<file path="config.mk">
export PLATFORM = sky130hd
export DESIGN_NAME = ul4_sequencer_flat
export DESIGN_NICKNAME = d
export VERILOG_FILES = /design/src/rtl/ul4_sequencer_if.sv /design/src/rtl/ul4_sequencer.sv /design/src/flat_wrapper.sv
export SDC_FILE = /design/constraint.sdc
export NUM_CORES = 1
export LEC_CHECK = 0
export CORE_ASPECT_RATIO = 1.5
export CORE_MARGIN = 3
export CORE_UTILIZATION = 50
export DETAILED_ROUTE_END_ITERATION = 16
export PLACE_DENSITY = 0.83
export SLEW_MARGIN = 20
export SYNTH_ARGS = -nofsm -noshare
export SYNTH_HDL_FRONTEND = slang
export SYNTH_SLANG_ARGS = --single-unit
export TNS_END_PERCENT = 100
</file>
<file path="constraint.sdc">
create_clock -name clk -period 1.85 [get_ports clk]
set_input_delay 0.37 -clock clk [delete_from_list [all_inputs] [get_ports clk]]
set_output_delay 0.37 -clock clk [all_outputs]
set_load 0.02 [all_outputs]
</file>
<file path="src/rtl/ul4_sequencer_if.sv">
// Command, logic-unit and response signals of ul4_sequencer; master = command source / unit side, slave = sequencer.
// WIDTH and CNT_W must match the parameters of the attached ul4_sequencer.
interface ul4_sequencer_if #(
  parameter int WIDTH = 4,
  parameter int CNT_W = 4
);
  logic             cmd_valid;
  logic             cmd_ready;
  logic [1:0]       cmd_op;
  logic [WIDTH-1:0] cmd_a;
  logic [WIDTH-1:0] cmd_b;
  logic [CNT_W-1:0] cmd_rep;
  logic [WIDTH-1:0] ul_a;
  logic [WIDTH-1:0] ul_b;
  logic [1:0]       ul_s;
  logic [WIDTH-1:0] ul_out;
  logic             rsp_valid;
  logic             rsp_ready;
  logic [WIDTH-1:0] rsp_data;
  logic             rsp_wrap;
  logic             busy;

  modport master (
    output cmd_valid, cmd_op, cmd_a, cmd_b, cmd_rep, rsp_ready, ul_out,
    input  cmd_ready, ul_a, ul_b, ul_s, rsp_valid, rsp_data, rsp_wrap, busy
  );

  modport slave (
    input  cmd_valid, cmd_op, cmd_a, cmd_b, cmd_rep, rsp_ready, ul_out,
    output cmd_ready, ul_a, ul_b, ul_s, rsp_valid, rsp_data, rsp_wrap, busy
  );
endinterface

</file>
<file path="src/rtl/ul4_sequencer.sv">
// Issues one command to the 4-bit logic unit for N cycles and returns the result; rsp_valid at accept+N+1, held until rsp_ready.
// No command is accepted until the response is taken; UL4_SEQ_SAT_EN selects saturating instead of wrapping increments.
module ul4_sequencer #(
  parameter int WIDTH = 4,
  parameter int CNT_W = 4
) (
  input logic            clk,
  input logic            reset,
  ul4_sequencer_if.slave bus
);

  typedef enum logic [1:0] {
    IDLE = 2'd0,
    EXEC = 2'd1,
    RESP = 2'd2
  } state_t;

  state_t           state;
  logic [WIDTH-1:0] a_reg;
  logic [WIDTH-1:0] b_reg;
  logic [1:0]       op_reg;
  logic [CNT_W-1:0] cnt;
  logic             run;
  logic             wrap_reg;
  logic [WIDTH-1:0] rsp_data_q;
  logic [WIDTH-1:0] ul_a_q;
  logic [WIDTH-1:0] ul_b_q;
  logic [1:0]       ul_s_q;
  logic             cmd_ready_q;
  logic             busy_q;
  logic             rsp_valid_q;

  logic [WIDTH-1:0] sel_opnd;
  logic             sel_ones;
  logic [WIDTH-1:0] next_opnd;

  // next_opnd is both the operand write-back and the captured result value
  always_comb begin
    sel_opnd = op_reg[0] ? b_reg : a_reg;
    sel_ones = op_reg[1] && (sel_opnd == {WIDTH{1'b1}});
`ifdef UL4_SEQ_SAT_EN
    next_opnd = sel_ones ? sel_opnd : bus.ul_out;
`else
    next_opnd = bus.ul_out;
`endif
  end

  always_ff @(posedge clk) begin
    if (reset) begin
      state       <= IDLE;
      a_reg       <= '0;
      b_reg       <= '0;
      op_reg      <= '0;
      cnt         <= '0;
      run         <= 1'b0;
      wrap_reg    <= 1'b0;
      rsp_data_q  <= '0;
      ul_a_q      <= '0;
      ul_b_q      <= '0;
      ul_s_q      <= '0;
      cmd_ready_q <= 1'b1;
      busy_q      <= 1'b0;
      rsp_valid_q <= 1'b0;
    end else begin
      case (state)
        IDLE: begin
          if (bus.cmd_valid && cmd_ready_q) begin
            a_reg       <= bus.cmd_a;
            b_reg       <= bus.cmd_b;
            op_reg      <= bus.cmd_op;
            cnt         <= (bus.cmd_op[1] && (bus.cmd_rep != '0)) ? bus.cmd_rep : CNT_W'(1);
            wrap_reg    <= 1'b0;
            run         <= 1'b0;
            cmd_ready_q <= 1'b0;
            busy_q      <= 1'b1;
            state       <= EXEC;
          end
        end

        EXEC: begin
          // first EXEC cycle loads the unit-facing registers; the N iterations follow
          if (!run) begin
            ul_a_q <= a_reg;
            ul_b_q <= b_reg;
            ul_s_q <= op_reg;
            run    <= 1'b1;
          end else begin
            if (op_reg == 2'b10) begin
              a_reg  <= next_opnd;
              ul_a_q <= next_opnd;
            end
            if (op_reg == 2'b11) begin
              b_reg  <= next_opnd;
              ul_b_q <= next_opnd;
            end
            if (sel_ones) begin
              wrap_reg <= 1'b1;
            end
            cnt <= cnt - CNT_W'(1);
            if (cnt == CNT_W'(1)) begin
              rsp_data_q  <= next_opnd;
              ul_a_q      <= '0;
              ul_b_q      <= '0;
              ul_s_q      <= '0;
              run         <= 1'b0;
              rsp_valid_q <= 1'b1;
              state       <= RESP;
            end
          end
        end

        RESP: begin
          if (bus.rsp_ready) begin
            rsp_valid_q <= 1'b0;
            wrap_reg    <= 1'b0;
            busy_q      <= 1'b0;
            cmd_ready_q <= 1'b1;
            state       <= IDLE;
          end
        end

        default: begin
          state       <= IDLE;
          run         <= 1'b0;
          ul_a_q      <= '0;
          ul_b_q      <= '0;
          ul_s_q      <= '0;
          rsp_valid_q <= 1'b0;
          busy_q      <= 1'b0;
          cmd_ready_q <= 1'b1;
        end
      endcase
    end
  end

  assign bus.cmd_ready = cmd_ready_q;
  assign bus.busy      = busy_q;
  assign bus.rsp_valid = rsp_valid_q;
  assign bus.rsp_data  = rsp_data_q;
  assign bus.rsp_wrap  = wrap_reg;
  assign bus.ul_a      = ul_a_q;
  assign bus.ul_b      = ul_b_q;
  assign bus.ul_s      = ul_s_q;

endmodule
</file>
<file path="src/flat_wrapper.sv">
// flat-port wrapper written by rule: the top's interface ports become plain ports
module ul4_sequencer_flat 
#(
  parameter int WIDTH = 4,
  parameter int CNT_W = 4
)
  (clk, reset, bus_cmd_valid, bus_cmd_op, bus_cmd_a, bus_cmd_b, bus_cmd_rep, bus_rsp_ready, bus_ul_out, bus_cmd_ready, bus_ul_a, bus_ul_b, bus_ul_s, bus_rsp_valid, bus_rsp_data, bus_rsp_wrap, bus_busy);
  ul4_sequencer_if #(.WIDTH(WIDTH), .CNT_W(CNT_W)) bus_i ();
  input logic clk;
  input logic reset;
  input wire logic [$bits(bus_i.cmd_valid)-1:0] bus_cmd_valid;
  input wire logic [$bits(bus_i.cmd_op)-1:0] bus_cmd_op;
  input wire logic [$bits(bus_i.cmd_a)-1:0] bus_cmd_a;
  input wire logic [$bits(bus_i.cmd_b)-1:0] bus_cmd_b;
  input wire logic [$bits(bus_i.cmd_rep)-1:0] bus_cmd_rep;
  input wire logic [$bits(bus_i.rsp_ready)-1:0] bus_rsp_ready;
  input wire logic [$bits(bus_i.ul_out)-1:0] bus_ul_out;
  output wire logic [$bits(bus_i.cmd_ready)-1:0] bus_cmd_ready;
  output wire logic [$bits(bus_i.ul_a)-1:0] bus_ul_a;
  output wire logic [$bits(bus_i.ul_b)-1:0] bus_ul_b;
  output wire logic [$bits(bus_i.ul_s)-1:0] bus_ul_s;
  output wire logic [$bits(bus_i.rsp_valid)-1:0] bus_rsp_valid;
  output wire logic [$bits(bus_i.rsp_data)-1:0] bus_rsp_data;
  output wire logic [$bits(bus_i.rsp_wrap)-1:0] bus_rsp_wrap;
  output wire logic [$bits(bus_i.busy)-1:0] bus_busy;
  assign bus_i.cmd_valid = bus_cmd_valid;
  assign bus_i.cmd_op = bus_cmd_op;
  assign bus_i.cmd_a = bus_cmd_a;
  assign bus_i.cmd_b = bus_cmd_b;
  assign bus_i.cmd_rep = bus_cmd_rep;
  assign bus_i.rsp_ready = bus_rsp_ready;
  assign bus_i.ul_out = bus_ul_out;
  assign bus_cmd_ready = bus_i.cmd_ready;
  assign bus_ul_a = bus_i.ul_a;
  assign bus_ul_b = bus_i.ul_b;
  assign bus_ul_s = bus_i.ul_s;
  assign bus_rsp_valid = bus_i.rsp_valid;
  assign bus_rsp_data = bus_i.rsp_data;
  assign bus_rsp_wrap = bus_i.rsp_wrap;
  assign bus_busy = bus_i.busy;
  ul4_sequencer #(.WIDTH(WIDTH), .CNT_W(CNT_W)) u_core (.clk(clk), .reset(reset), .bus(bus_i));
endmodule
</file>
==> impl_results.md <==
- Crit end category: flip-flop
- Antenna Cells: 0
- Total nets after synthesis: 227
- Row count: 26
- Clk buf depth: 2
- Final worst setup slack: approximately 110 ps
- Commonest cells after routing, fill and taps aside: clkdlybuf4s50_1, dfxtp_1, nor2_1, nand2_1
- Skew final: just under 6 ps
- DP Worst Slack: 21.2 ps
- Final slew viol count: 0
- Post-synthesis cell area: between 1500 and 2000 um2
- Avg Inst Size Synth: slightly below 9 um2
- Die Span X: ~55 um
- Outcome: complete, no violations
- Post-synth top area share: 0.388
- Inserted Clock Buffers: 5
- Die footprint: between 4000 and 5000 um2
- First drt pass iteration count: 4
- Synth area leaders: dfxtp_1, nor2_1, nand2_1
- P per Cell Area: between 700 and 800 nW/um2
- Total grt overflow: 0
- Inst Count DP: 279
- Critical path fanouts, max: 8
- DRT Wirelength: approximately 4200 um
- Setup violators final: 0
- Vias per inst: ~5.6
- CP Data Arrival Time: 1920 ps
- Bufs and invs on worst path: 0
- Startpoint types: flip-flop
- Number of unique standard cell types used by synthesis: between 40 and 50
- Gr usage total: 0.203
- Antenna violations before repair: 0
- CP peak stage delay: 470 ps
- Layout area overhead: 29.2%
- Max-slew headroom: 0.652
- Setup TNS: 0 ps
- Core Area: ~3400 um2
- Hold Path Class: flip-flop to flip-flop
- Top achievable clock speed: between 500 and 600 MHz
- Initial Util: 0.524
- Root Buffer: clkbuf_8
- Synthesized instance count: ~200
- Die height: just under 80 um
- Final HPWL DP: ~3000 um
- First-pass GRT wire length: around 6600 um
- Clock slew at reported path FFs: ~70 ps
- Final hold vios: 0
- CP top delay family: simple AND/OR/NAND/NOR gates
- I/O pin count: 40
- Htree depth: 2
- RSZ-0062 raised after global routing: no
- Crit path cell chain: ha_1 -> nor3b_4 -> nand3_2 -> mux2i_1 -> nor2_1
- Post-route insts no fill: between 200 and 300
- # Max-Cap Violations: 0
- Post-CTS setup buffers: 0
- Layout cell share with drive strength beyond 1: 0.122
- Commonest non-fill, non-tap cell in the layout: clkdlybuf4s50_1
- Dpl cell area: roughly 2200 um2
- Final GP Congestion: roughly 0.75
- Slowest CP cell: nor3b_4
- Fin crit share: 0.939
- Critical path class: flip-flop to flip-flop
- Final Cell Area: approximately 2300 um2
- Port Buffers: 39
- Worst-margin pin slew: about 520 ps
- CTS sink count: 35
- Seq/Total Area, Yosys: 0.388
- Fillers: between 200 and 300
- Fin Hold WS: roughly 470 ps
- Biggest area consumer among synthesized cells: dfxtp_1
- Post-route ant nets: 0
- Largest net degree at the start of global routing: 36
- Utilization after layout: 0.676
- Number of global-route vias before repair: approximately 1.5k
- Iter 0 DRT Violations: 87
- Worst EP required: roughly 2000 ps
- Skew-Pair Late Insertion Delay: 290 ps
- CTS hold repair buffers: 0
- Final Critical Period: around 1700 ps
- Leakage: between 0.9 and 1 nW
- Avg WL per Cell: roughly 14 um
- Final net count: 268
- Pwr Total: 1.78 mW
- Peak VDD IR: 0.671 mV
- CTS tree: built
- Vias: between 1.5k and 2k
- Ys Warns: 0
- DRC: 0
- Post-CTS sizing: 0
- Post-synthesis register bit count: 35
==> worst min-delay path: cells and delay by family (launching register included) <==
family	cells	cell delay [ps]
flops	1	320
simple gates	1	50
compound gates	1	50
==> synth_stat cells, drive strengths merged <==
| cell | count |
|---|---|
| a221oi | 2 |
| a22oi | 2 |
| nand2 | 21 |
| a2bb2oi | 1 |
| o311ai | 1 |
| inv | 10 |
| a31oi | 3 |
| nand3 | 4 |
| a21oi | 10 |
| clkbuf | 5 |
| o31ai | 10 |
| and4b | 2 |
| nand4bb | 1 |
| a31o | 1 |
| a311oi | 8 |
| a211o | 1 |
| mux2i | 7 |
| buf | 8 |
| nor3b | 2 |
| nor3 | 2 |
| nor2b | 3 |
| and3b | 1 |
| a21o | 1 |
| and2 | 2 |
| o21ai | 10 |
| nand2b | 3 |
| nor2 | 30 |
| o41ai | 1 |
| o21bai | 2 |
| a32oi | 1 |
| dfxtp | 35 |
| ha | 2 |
| nand4b | 1 |
| or3b | 1 |
| nand3b | 8 |
| a211oi | 1 |
==> where the power goes <==
group | switching, mW | internal (mW)
clock | 0.274 | 0.257
sequential | 0.0542 | 0.801
combinational | 0.209 | 0.179
==> final cells by class <==
class	count	area [um2]	area share
clock inverters	3	15.0	0.00644
clock buffers	5	68.8	0.0295
flip-flops and latches	35	701	0.300
repair buffers	47	463	0.198
multi-input cells	145	995	0.427
well taps	42	52.6	0.0225
inverters	10	37.5	0.0161
==> per-layer routing <==
metal  track usage  vias up  wire length [um]
met1         0.225      742              1660
met2         0.354       47              2220
met5             0        -                 0
li1              -      810                 -
met3        0.0579       13               184
met4        0.0657        0               104
==> final timing paths <==
| check | slack [ps] | startpoint | end | cells past startpoint |
|---|---|---|---|---|
| setup / recovery | 110 | u_core.cnt[0] | u_core.bus.rsp_data[2] | 5 |
| hold / removal | 470 | u_core.bus.busy | u_core.bus.busy | 2 |
| setup reg to reg | 110 | u_core.cnt[0] | u_core.bus.rsp_data[2] | 5 |
| hold reg to reg | 470 | u_core.bus.busy | u_core.bus.busy | 2 |
==> cell families (layout without fill, tap and decap cells) <==
group           count (synthesis)  in the layout  share of synthesized area
mux                             7              7                     0.0388
fa+ha+maj                       2              2                     0.0139
buf+inv                        23             65                     0.0658
simple gates                   81             81                      0.246
flops                          35             35                      0.388
compound gates                 55             55                      0.247
No activity file was read; power rests on OpenSTA's default activity.
